==> config.mk <==
export PLATFORM = sky130hd
export DESIGN_NAME = jtbubl_snd_out_flat
export DESIGN_NICKNAME = d
export VERILOG_FILES = /design/src/rtl/jtbubl_snd_out_if.sv /design/src/rtl/jtbubl_snd_out.sv /design/src/flat_wrapper.sv
export SDC_FILE = /design/constraint.sdc
export NUM_CORES = 1
export LEC_CHECK = 0
export CAP_MARGIN = 20
export CORE_MARGIN = 4
export CORE_UTILIZATION = 65
export CTS_CLUSTER_SIZE = 10
export DETAILED_ROUTE_END_ITERATION = 10
export GPL_ROUTABILITY_DRIVEN = 0
export MAX_ROUTING_LAYER = met4
export PLACE_DENSITY = 0.84
export SYNTH_ARGS = -nofsm -noshare
export SYNTH_HDL_FRONTEND = slang
export SYNTH_SLANG_ARGS = --single-unit
==> constraint.sdc <==
create_clock -name clk -period 13.3 [get_ports clk]
set_input_delay 1.995 -clock clk [delete_from_list [all_inputs] [get_ports clk]]
set_output_delay 1.995 -clock clk [all_outputs]
set_load 0.005 [all_outputs]
==> src/rtl/jtbubl_snd_out_if.sv <==
// Sound-path bus between the game core and the output conditioning stage.
interface jtbubl_snd_out_if #(
   parameter int unsigned W = 16
);
   logic signed [W-1:0] snd_in;
   logic                sample_in;
   logic [1:0]          fxlevel;
   logic                mute;
   logic signed [W-1:0] snd_out;
   logic                sample_out;
   logic                clip;
   logic                muted;

   modport master (
      output snd_in, sample_in, fxlevel, mute,
      input  snd_out, sample_out, clip, muted
   );

   modport slave (
      input  snd_in, sample_in, fxlevel, mute,
      output snd_out, sample_out, clip, muted
   );
endinterface

==> src/rtl/jtbubl_snd_out.sv <==
// Audio output conditioning: gain, optional DC blocker, mute fade, saturation.
// Define JTBUBL_DCBLOCK_EN to build the DC blocker into stage 2.
module jtbubl_snd_out #(
   parameter int unsigned W      = 16,
   parameter int unsigned FADE_W = 8,
   parameter int unsigned DC_SH  = 8
)(
   input  logic            clk,
   input  logic            rst_n,
   jtbubl_snd_out_if.slave io
);
   localparam int unsigned GW  = W + 2;
   localparam int unsigned YW  = W + 4;
   localparam int unsigned FW  = FADE_W + 2;
   localparam int unsigned PW  = YW + FW;
   localparam int unsigned FQW = PW - FADE_W;

   localparam logic [FADE_W:0]         FADE_FULL = {1'b1, {FADE_W{1'b0}}};
   localparam logic signed [FQW-1:0]   SAT_HI    = FQW'((1 << (W - 1)) - 1);
   localparam logic signed [FQW-1:0]   SAT_LO    = ~SAT_HI;

   if (DC_SH >= YW) begin : g_bad_dc_sh
      $error("DC_SH must be smaller than the DC accumulator width");
   end

   typedef enum logic [1:0] {MUTED, RAMP_UP, PLAY, RAMP_DOWN} state_t;

   state_t                state_q, state_d;
   logic [FADE_W:0]       fade_q, fade_d;
   logic                  sample_l_q, sample_l_d;
   logic                  new_q, new_d;
   logic                  v1_q, v1_d, v2_q, v2_d, v3_q, v3_d;
   logic signed [GW-1:0]  g1_q, g1_d;
   logic [FADE_W:0]       fade1_q, fade1_d, fade2_q, fade2_d;
   logic signed [YW-1:0]  y2_q, y2_d;
   logic signed [FQW-1:0] f3_q, f3_d;
   logic signed [W-1:0]   snd_out_q, snd_out_d;
   logic                  sample_out_q, sample_out_d;
   logic                  clip_q, clip_d;
   logic                  muted_q, muted_d;

   logic signed [GW-1:0]  x, g;
   logic signed [YW-1:0]  g_ext, y_c;
   logic signed [FW-1:0]  fade_s;
`ifdef JTBUBL_DCBLOCK_EN
   logic signed [YW-1:0]  gprev_q, gprev_d, yprev_q, yprev_d;
`endif

   always_comb begin
      sample_l_d = io.sample_in;
      new_d      = io.sample_in & ~sample_l_q;

      // Fade FSM steps once per accepted sample; transitions use the stepped fade
      state_d = state_q;
      fade_d  = fade_q;
      if (new_q) begin
         if (state_q == MUTED) begin
            if (!io.mute) begin
               fade_d  = (FADE_W+1)'(1);
               state_d = RAMP_UP;
            end
         end else if (io.mute) begin
            fade_d  = fade_q - (FADE_W+1)'(1);
            state_d = (fade_d == '0) ? MUTED : RAMP_DOWN;
         end else begin
            if (state_q != PLAY) fade_d = fade_q + (FADE_W+1)'(1);
            state_d = (fade_d == FADE_FULL) ? PLAY : RAMP_UP;
         end
      end
      muted_d = (state_d == MUTED);

      x = {{2{io.snd_in[W-1]}}, io.snd_in};
      case (io.fxlevel)
         2'b00:   g = x >>> 1;
         2'b01:   g = x;
         2'b10:   g = x + (x >>> 1);
         default: g = x <<< 1;
      endcase
      v1_d    = new_q;
      g1_d    = g;
      fade1_d = fade_d;

      g_ext = {{(YW-GW){g1_q[GW-1]}}, g1_q};
`ifdef JTBUBL_DCBLOCK_EN
      y_c     = g_ext - gprev_q + yprev_q - (yprev_q >>> DC_SH);
      gprev_d = v1_q ? g_ext : gprev_q;
      yprev_d = v1_q ? y_c   : yprev_q;
`else
      y_c     = g_ext;
`endif
      v2_d    = v1_q;
      y2_d    = y_c;
      fade2_d = fade1_q;

      fade_s = {1'b0, fade2_q};
      v3_d   = v2_q;
      f3_d   = FQW'((PW'(y2_q) * PW'(fade_s)) >>> FADE_W);

      sample_out_d = v3_q;
      clip_d       = 1'b0;
      snd_out_d    = snd_out_q;
      if (v3_q) begin
         if (f3_q > SAT_HI) begin
            snd_out_d = W'(SAT_HI);
            clip_d    = 1'b1;
         end else if (f3_q < SAT_LO) begin
            snd_out_d = W'(SAT_LO);
            clip_d    = 1'b1;
         end else begin
            snd_out_d = W'(f3_q);
         end
      end
   end

   always_ff @(posedge clk or negedge rst_n) begin
      if (!rst_n) begin
         state_q      <= MUTED;
         fade_q       <= '0;
         sample_l_q   <= 1'b0;
         new_q        <= 1'b0;
         v1_q         <= 1'b0;
         v2_q         <= 1'b0;
         v3_q         <= 1'b0;
         g1_q         <= '0;
         fade1_q      <= '0;
         fade2_q      <= '0;
         y2_q         <= '0;
         f3_q         <= '0;
         snd_out_q    <= '0;
         sample_out_q <= 1'b0;
         clip_q       <= 1'b0;
         muted_q      <= 1'b1;
      end else begin
         state_q      <= state_d;
         fade_q       <= fade_d;
         sample_l_q   <= sample_l_d;
         new_q        <= new_d;
         v1_q         <= v1_d;
         v2_q         <= v2_d;
         v3_q         <= v3_d;
         g1_q         <= g1_d;
         fade1_q      <= fade1_d;
         fade2_q      <= fade2_d;
         y2_q         <= y2_d;
         f3_q         <= f3_d;
         snd_out_q    <= snd_out_d;
         sample_out_q <= sample_out_d;
         clip_q       <= clip_d;
         muted_q      <= muted_d;
      end
   end

`ifdef JTBUBL_DCBLOCK_EN
   always_ff @(posedge clk or negedge rst_n) begin
      if (!rst_n) begin
         gprev_q <= '0;
         yprev_q <= '0;
      end else begin
         gprev_q <= gprev_d;
         yprev_q <= yprev_d;
      end
   end
`endif

   assign io.snd_out    = snd_out_q;
   assign io.sample_out = sample_out_q;
   assign io.clip       = clip_q;
   assign io.muted      = muted_q;
endmodule
==> src/flat_wrapper.sv <==
// flat-port wrapper written by rule: the top's interface ports become plain ports
module jtbubl_snd_out_flat 
#(
   parameter int unsigned W      = 16,
   parameter int unsigned FADE_W = 8,
   parameter int unsigned DC_SH  = 8
)
  (clk, rst_n, io_snd_in, io_sample_in, io_fxlevel, io_mute, io_snd_out, io_sample_out, io_clip, io_muted);
  jtbubl_snd_out_if #(.W(W)) io_i ();
  input  logic clk;
  input  logic rst_n;
  input wire logic [$bits(io_i.snd_in)-1:0] io_snd_in;
  input wire logic [$bits(io_i.sample_in)-1:0] io_sample_in;
  input wire logic [$bits(io_i.fxlevel)-1:0] io_fxlevel;
  input wire logic [$bits(io_i.mute)-1:0] io_mute;
  output wire logic [$bits(io_i.snd_out)-1:0] io_snd_out;
  output wire logic [$bits(io_i.sample_out)-1:0] io_sample_out;
  output wire logic [$bits(io_i.clip)-1:0] io_clip;
  output wire logic [$bits(io_i.muted)-1:0] io_muted;
  assign io_i.snd_in = io_snd_in;
  assign io_i.sample_in = io_sample_in;
  assign io_i.fxlevel = io_fxlevel;
  assign io_i.mute = io_mute;
  assign io_snd_out = io_i.snd_out;
  assign io_sample_out = io_i.sample_out;
  assign io_clip = io_i.clip;
  assign io_muted = io_i.muted;
  jtbubl_snd_out #(.W(W), .FADE_W(FADE_W), .DC_SH(DC_SH)) u_core (.clk(clk), .rst_n(rst_n), .io(io_i));
endmodule
==> summary.md, run 1 <==
| Metric | Value |
|---|---|
| Run status | finished clean |
| Via count | 7216 |
| Worst hold slack | 0.349 ns |
| Site Rows | 45 |
| Die height | 134 um |
| Placed Cells | 1270 |
| TritonCTS clock tree | yes |
| Die area | 17900 sq um |
| Core area | 15400 sq um |
| CTS clock-pin slew for the worst setup and hold paths | 0.07 ns |
| H-tree Lvls | 3 |
| Worst reg2reg path endpoint | u_core.f3_q[18] |
| Synth-to-layout area growth | 7.41% |
| Yosys warnings | 0 |
| Largest stage delay, worst path | 0.64 ns |
| Largest net degree at the start of global routing | 74 |
| Postcts setup bufs | 0 |
| First-pass GRT wire length | 35.4 mm |
| Final Non-Filler Cells | 1286 |
| Worst-Margin Slew | 0.937 ns |
| F_max | 177 MHz |
| Maximum buffer depth of the clock tree | 2 |
| Detailed Route Iter0 Violations | 504 |
| Worst setup margin | 7.66 ns |
| DP Worst Slack | 7.72 ns |
| WHS Endpoint | u_core.y2_q[4] |
| Max-cap violations | 0 |
| Post-Syn Area | 10300 sq um |
| R2r setup slk | 7.66 ns |
| Layout cells sized above 1 | 0.0465 |
| Worst-Skew Late Latency | 0.36 ns |
| Reg2reg start | u_core.fade2_q[3] |
| DR WL/cell | 15.4 um |
| Drt drc | 0 |
| WHS Path Cells | 0 |
| EDFF count, synth | 0 |
| Port buffer count | 40 |
| Slowest stage cell, crit path | dfrtp_1 |
| Worst-path maximum fanout | 17 |
| Io pins | 41 |
| Synth Register Bits | 98 |
| Synthesized instance count | 1065 |
| Required @ worst endpoint | 13.54 ns |
| CTS Sinks | 98 |
| Pre-antenna DRT Iters | 5 |
| Die Width | 134 um |
| Setup tns final | 0 ns |
| Initial core utilization | 0.669 |
| Average cell area after synthesis | 9.65 sq um |
| Crit end category | flop |
| Vias/cell | 5.61 |
| Critical-path cell list | nand2_1 > fa_1 > inv_1 > fa_1 > fa_1 > fa_1 > inv_1 > fa_1 > inv_1 > ha_1 > nand2_1 > nor3_2 > nand3_2 > a311oi_4 > o21ai_1 > o31a_1 > o31a_1 |
| Worst Path Arrival | 5.88 ns |
| Final Skew | 0.00813 ns |
| Most common cell after layout, fill and taps aside | inv_1 |
| Syn nets | 1295 |
| Final hold vios | 0 |
| Vias in the first global route | 7570 |
| Most frequent cells in the layout | inv_1 (181), fa_1 (132), nand2_1 (103) |
| Tmin final | 5.64 ns |
| Post-synthesis sequential area ratio | 0.239 |
| Nets | 1300 |
| Async set or reset register ratio after synthesis | 1.00 |
| Ys flop type | dfrtp_1 |
| Synth cell types | 71 |
| Post-CTS sizing | 0 |
| Worst hold start | u_core.g1_q[4] |
| N_diodes | 0 |
| Dpl hpwl | 15.7 mm |
| All-Layer GR Usage | 0.249 |
| TritonCTS Buffers | 9 |
| Max Transition Viols Final | 0 |
| Slew margin rel. | 0.374 |
| RSZ-0062 raised after global routing | false |
| R2r worst-path depth | 17 |
| Routed Antenna Nets | 0 |
| Hold_buf cts | 0 |
| Worst min-delay path category | flop to flop |
| Startpoint Class | flop |
| Clock root cell | clkbuf_16 |
| Initial antenna violation count | 0 |
| # setup viols final | 0 |
| GR Overflow Total | 0 |
| Critical path class | flop to flop |
| CP dominant cell by count | fa_1 |
| Period Utilization, post-route | 0.424 |
| Final WL | 19.8 mm |
==> worst max-delay path by stage <==
stage                            to  slack [ns]               from  depth (start not counted)
floorplan           u_core.f3_q[18]        7.94  u_core.fade2_q[3]                         21
global placement    u_core.f3_q[18]        7.89  u_core.fade2_q[3]                         19
detailed placement  u_core.f3_q[18]        7.72  u_core.fade2_q[3]                         19
CTS                 u_core.f3_q[18]        7.67  u_core.fade2_q[3]                         17
global route        u_core.f3_q[15]        7.32  u_core.fade2_q[3]                         19
finish              u_core.f3_q[18]        7.66  u_core.fade2_q[3]                         17
==> flip-flops by register name, summed over array words and instances (netlist names) <==
signal,cells
u_core.f3_q,20
u_core.fade2_q,9
u_core.fade_q,9
u_core.g1_q,17
u_core.io.clip,1
u_core.io.muted,1
u_core.io.sample_out,1
u_core.io.snd_out,16
u_core.new_q,1
u_core.sample_l_q,1
u_core.sample_out_d,1
u_core.state_q,2
u_core.v1_q,1
u_core.v2_q,1
u_core.y2_q,17
==> critical path: cells and delay by family (launching register included) <==
kind            cells  cell delay (ns)
simple gates        4             0.68
fa+ha+maj           6             3.05
compound gates      4             0.97
flops               1             0.64
buf+inv             3             0.16
==> through the flow <==
| stage | area (sq um) | utilization |
|---|---|---|
| after floorplan | 10300 | - |
| after global placement | 10800 | 0.700 |
| after detailed placement | 10800 | 0.700 |
| after CTS | 11000 | 0.718 |
| after global routing | 11000 | 0.718 |
| final | 11000 | 0.718 |
==> cells by family (layout without fill, tap and decap cells) <==
family / after synthesis / count (layout) / share of synthesized area
AOI/OAI and AO/OA: 161 / 161 / 0.103
xor gates and xnor gates: 38 / 38 / 0.0324
adders and majority gates: 208 / 208 / 0.350
buffers and inverters: 228 / 238 / 0.0851
DFF: 98 / 98 / 0.239
muxes: 23 / 23 / 0.0386
and+or+nand+nor: 309 / 309 / 0.152
==> cell type report <==
type / count / area, sq um
multi-input cells: 739 / 6950
fillers: 1144 / 4330
flip-flops and latches: 98 / 2450
inverters: 181 / 679
repair buffers: 41 / 405
well taps: 211 / 264
clock buffers: 10 / 239
clock inverters: 6 / 48.8
==> Yosys cell counts, drive strengths merged (3+ instances only) <==
master,n,area (sq um)
a211oi,5,42.5
a21o,12,90.1
a21oi,41,209
a22o,4,35.0
a31oi,7,43.8
and2,85,532
and3,3,18.8
buf,12,63.8
clkbuf,35,131
dfrtp,97,2430
fa,132,2640
ha,76,951
inv,181,679
mux2,3,33.8
mux2i,7,70.1
mux4,13,293
nand2,103,387
nand2b,5,31.3
nand3,14,75.1
nand3b,3,22.5
nand4,8,50.1
nor2,50,188
nor2b,10,62.6
nor3,12,70.1
nor3b,3,27.5
nor4,4,31.3
o211ai,5,52.6
o21ai,39,195
o22ai,16,100
o31a,3,26.3
o31ai,3,22.5
or3,3,18.8
xnor2,23,201
xor2,15,131
==> layer usage <==
layer / vias up / global-route usage / wire (um)
met5: - / - / 0
met4: 0 / 0.0537 / 226
met2: 175 / 0.403 / 9660
met3: 24 / 0.0468 / 1050
li1: 3443 / - / -
met1: 3574 / 0.334 / 8900
Power of run 1 is not shown: default switching activity piles up to over one toggle a cycle in this logic, so the estimate is an artifact.
==> inputs of run 2 (changes only) <==
CORE_UTILIZATION = 57   (was 65)
PLACE_DENSITY = 0.78   (was 0.84)
clock period = 5.1 ns   (was 13.3 ns; I/O delays follow)
==> run 2 against run 1 <==
The run now ends with setup timing left. Count of clock-buffer cells in the layout is the same. Register-to-register slack lost 7.7 ns. First-iteration DRC count decreased by 17%. Sequential share of layout area down 1.5 points. Final cell count rose by 7.0%. Fmax grew 9.6%. Utilization is 3.5 points lower. Clock skew rose by 0.0014 ns. Global-route usage shrank 2.2 points. Critical endpoint is now u_core.f3_q[16].
==> summary.md, run 2 (same netlist as run 1, synthesis figures left out) <==
| Metric | Value |
|---|---|
| Site Rows | 48 |
| Initial core utilization | 0.588 |
| All-Layer GR Usage | 0.227 |
| Worst-path maximum fanout | 6 |
| Pre-antenna DRT Iters | 5 |
| Critical-path cell list | buf_12 > and2_4 > fa_1 > fa_1 > fa_1 > fa_1 > inv_1 > fa_1 > inv_2 > ha_4 > nand2_4 > nor3_4 > nand2_2 > a311oi_4 > buf_4 > a21oi_4 > o21ai_2 > xor2_1 |
| Die area | 20200 sq um |
| Max Transition Viols Final | 0 |
| Worst reg2reg path endpoint | u_core.f3_q[16] |
| H-tree Lvls | 3 |
| R2r worst-path depth | 18 |
| GR Overflow Total | 0 |
| First-pass GRT wire length | 36.0 mm |
| Layout fillers | 1310 |
| DR WL/cell | 15.6 um |
| TritonCTS clock tree | yes |
| # setup viols final | 1 |
| Vias in the first global route | 7639 |
| Period Utilization, post-route | 1.01 |
| Largest net degree at the start of global routing | 77 |
| Run status | finished with violations |
| Max-cap violations | 0 |
| Max reg flops | 20 |
| WP depth | 18 |
| Most common cell after layout, fill and taps aside | inv_1 |
| Die height | 142 um |
| Port buffer count | 40 |
| Final WL | 21.5 mm |
| Dpl hpwl | 15.9 mm |
| Reg2reg start | u_core.fade2_q[6] |
| Worst Path Arrival | 5.42 ns |
| Synth-to-layout area growth | 16.2% |
| N_diodes | 0 |
| Required @ worst endpoint | 5.38 ns |
| Violated checks | setup timing |
| TritonCTS Buffers | 9 |
| Layout cells sized above 1 | 0.162 |
| Tmin final | 5.14 ns |
| F_max | 194 MHz |
| Slowest stage cell, crit path | fa_1 |
| Top flop regs | u_core.f3_q (20), u_core.g1_q (17), u_core.y2_q (17) |
| Critical path class | flop to flop |
| Drt drc | 0 |
| Worst hold slack | 0.347 ns |
| Final hold vios | 0 |
| Initial antenna violation count | 0 |
| Final Skew | 0.00949 ns |
| Critical path buffers and inverters | 4 |
| Io pins | 41 |
| Maximum buffer depth of the clock tree | 2 |
| Hold_buf cts | 0 |
| CTS Sinks | 98 |
| Critical Path Start | u_core.fade2_q[6] |
| RSZ-0062 raised after global routing | true |
| CTS clock-pin slew for the worst setup and hold paths | 0.07 ns |
| Worst setup margin | -0.0427 ns |
| Top reg by flops | u_core.f3_q |
| Routed Antenna Nets | 0 |
| Core area | 17500 sq um |
| Via count | 7567 |
| Startpoint Class | flop |
| Clock root cell | clkbuf_16 |
| CP delay by family, top | adder cells |
| Crit end category | flop |
| Worst min-delay path category | flop to flop |
| Nets | 1376 |
| R2r setup slk | -0.04 ns |
| Most frequent cells in the layout | inv_1 (173), fa_1 (126), nand2_1 (96) |
| DP Worst Slack | -0.178 ns |
| Detailed Route Iter0 Violations | 417 |
| Slew margin rel. | 0.349 |
| Largest stage delay, worst path | 0.58 ns |
| Worst-Skew Late Latency | 0.35 ns |
| Worst-Margin Slew | 0.974 ns |
| Worst setup path endpoint | u_core.f3_q[16] |
| Vias/cell | 5.50 |
| CP dominant cell by count | fa_1 |
| Die Width | 142 um |
==> run 2: cell types whose count changed in the layout (fill, tap and decap cells not counted), moves of 9 or more <==
cell,previous run,this run
buf_4,2,72
ha_1,76,67
dfrtp_1,97,84
dfrtp_2,0,13
==> run 2: worst reg2reg max path: stages, from the launching register on <==
cell,delay [ns]
dfrtp_2,0.43
buf_12,0.14
and2_4,0.14
fa_1,0.58
fa_1,0.46
fa_1,0.54
fa_1,0.54
inv_1,0.06
fa_1,0.53
inv_2,0.05
ha_4,0.28
nand2_4,0.06
nor3_4,0.21
nand2_2,0.11
a311oi_4,0.41
buf_4,0.19
a21oi_4,0.06
o21ai_2,0.16
xor2_1,0.14
==> run 2: metrics by stage <==
step	std cells	setup TNS (ns)	cell area, sq um	util
6_report	1376	-0.0427	11900	0.683
5_1_grt	1376	-0.891	11900	0.683
4_1_cts	1367	0	11800	0.672
3_5_place_dp	1340	-0.758	11200	0.640
3_3_place_gp	1340	-0.0640	11200	0.640
2_1_floorplan	1065	0	10300	-
==> run 2: per-layer routing <==
metal,vias up,GRT usage,wire length (um)
li1,3597,-,-
met1,3697,0.288,9130
met2,223,0.381,10900
met3,50,0.0393,1120
met4,0,0.0591,373
met5,-,-,0
==> run 2: layout make-up <==
class / count / area (sq um) / area share
Multi-Input combinational cell: 739 / 7190 / 0.602
Sequential cell: 98 / 2470 / 0.207
Timing Repair Buffer: 117 / 1030 / 0.0860
Inverter: 181 / 679 / 0.0569
Tap cell: 225 / 282 / 0.0236
Clock buffer: 10 / 239 / 0.0200
Clock inverter: 6 / 48.8 / 0.00409
==> run 2: worst min-delay path by stage <==
stage	from	end	slack (ns)	cells past startpoint
detailed placement	u_core.g1_q[10]	u_core.y2_q[10]	0.34	0
global route	u_core.g1_q[7]	u_core.y2_q[7]	0.35	0
CTS	u_core.g1_q[7]	u_core.y2_q[7]	0.35	0
global placement	u_core.g1_q[15]	u_core.y2_q[15]	0.33	0
finish	u_core.g1_q[7]	u_core.y2_q[7]	0.35	0
floorplan	u_core.v2_q	u_core.sample_out_d	0.33	0
==> run 2: repair_timing <==
item,4_1_cts,5_1_grt
setup endpoints to repair,8,14
buffers inserted,12,9
gates resized for setup,44,32
cloned,0,0
pin swaps,29,49
Power of run 2 is left out for the same reason.
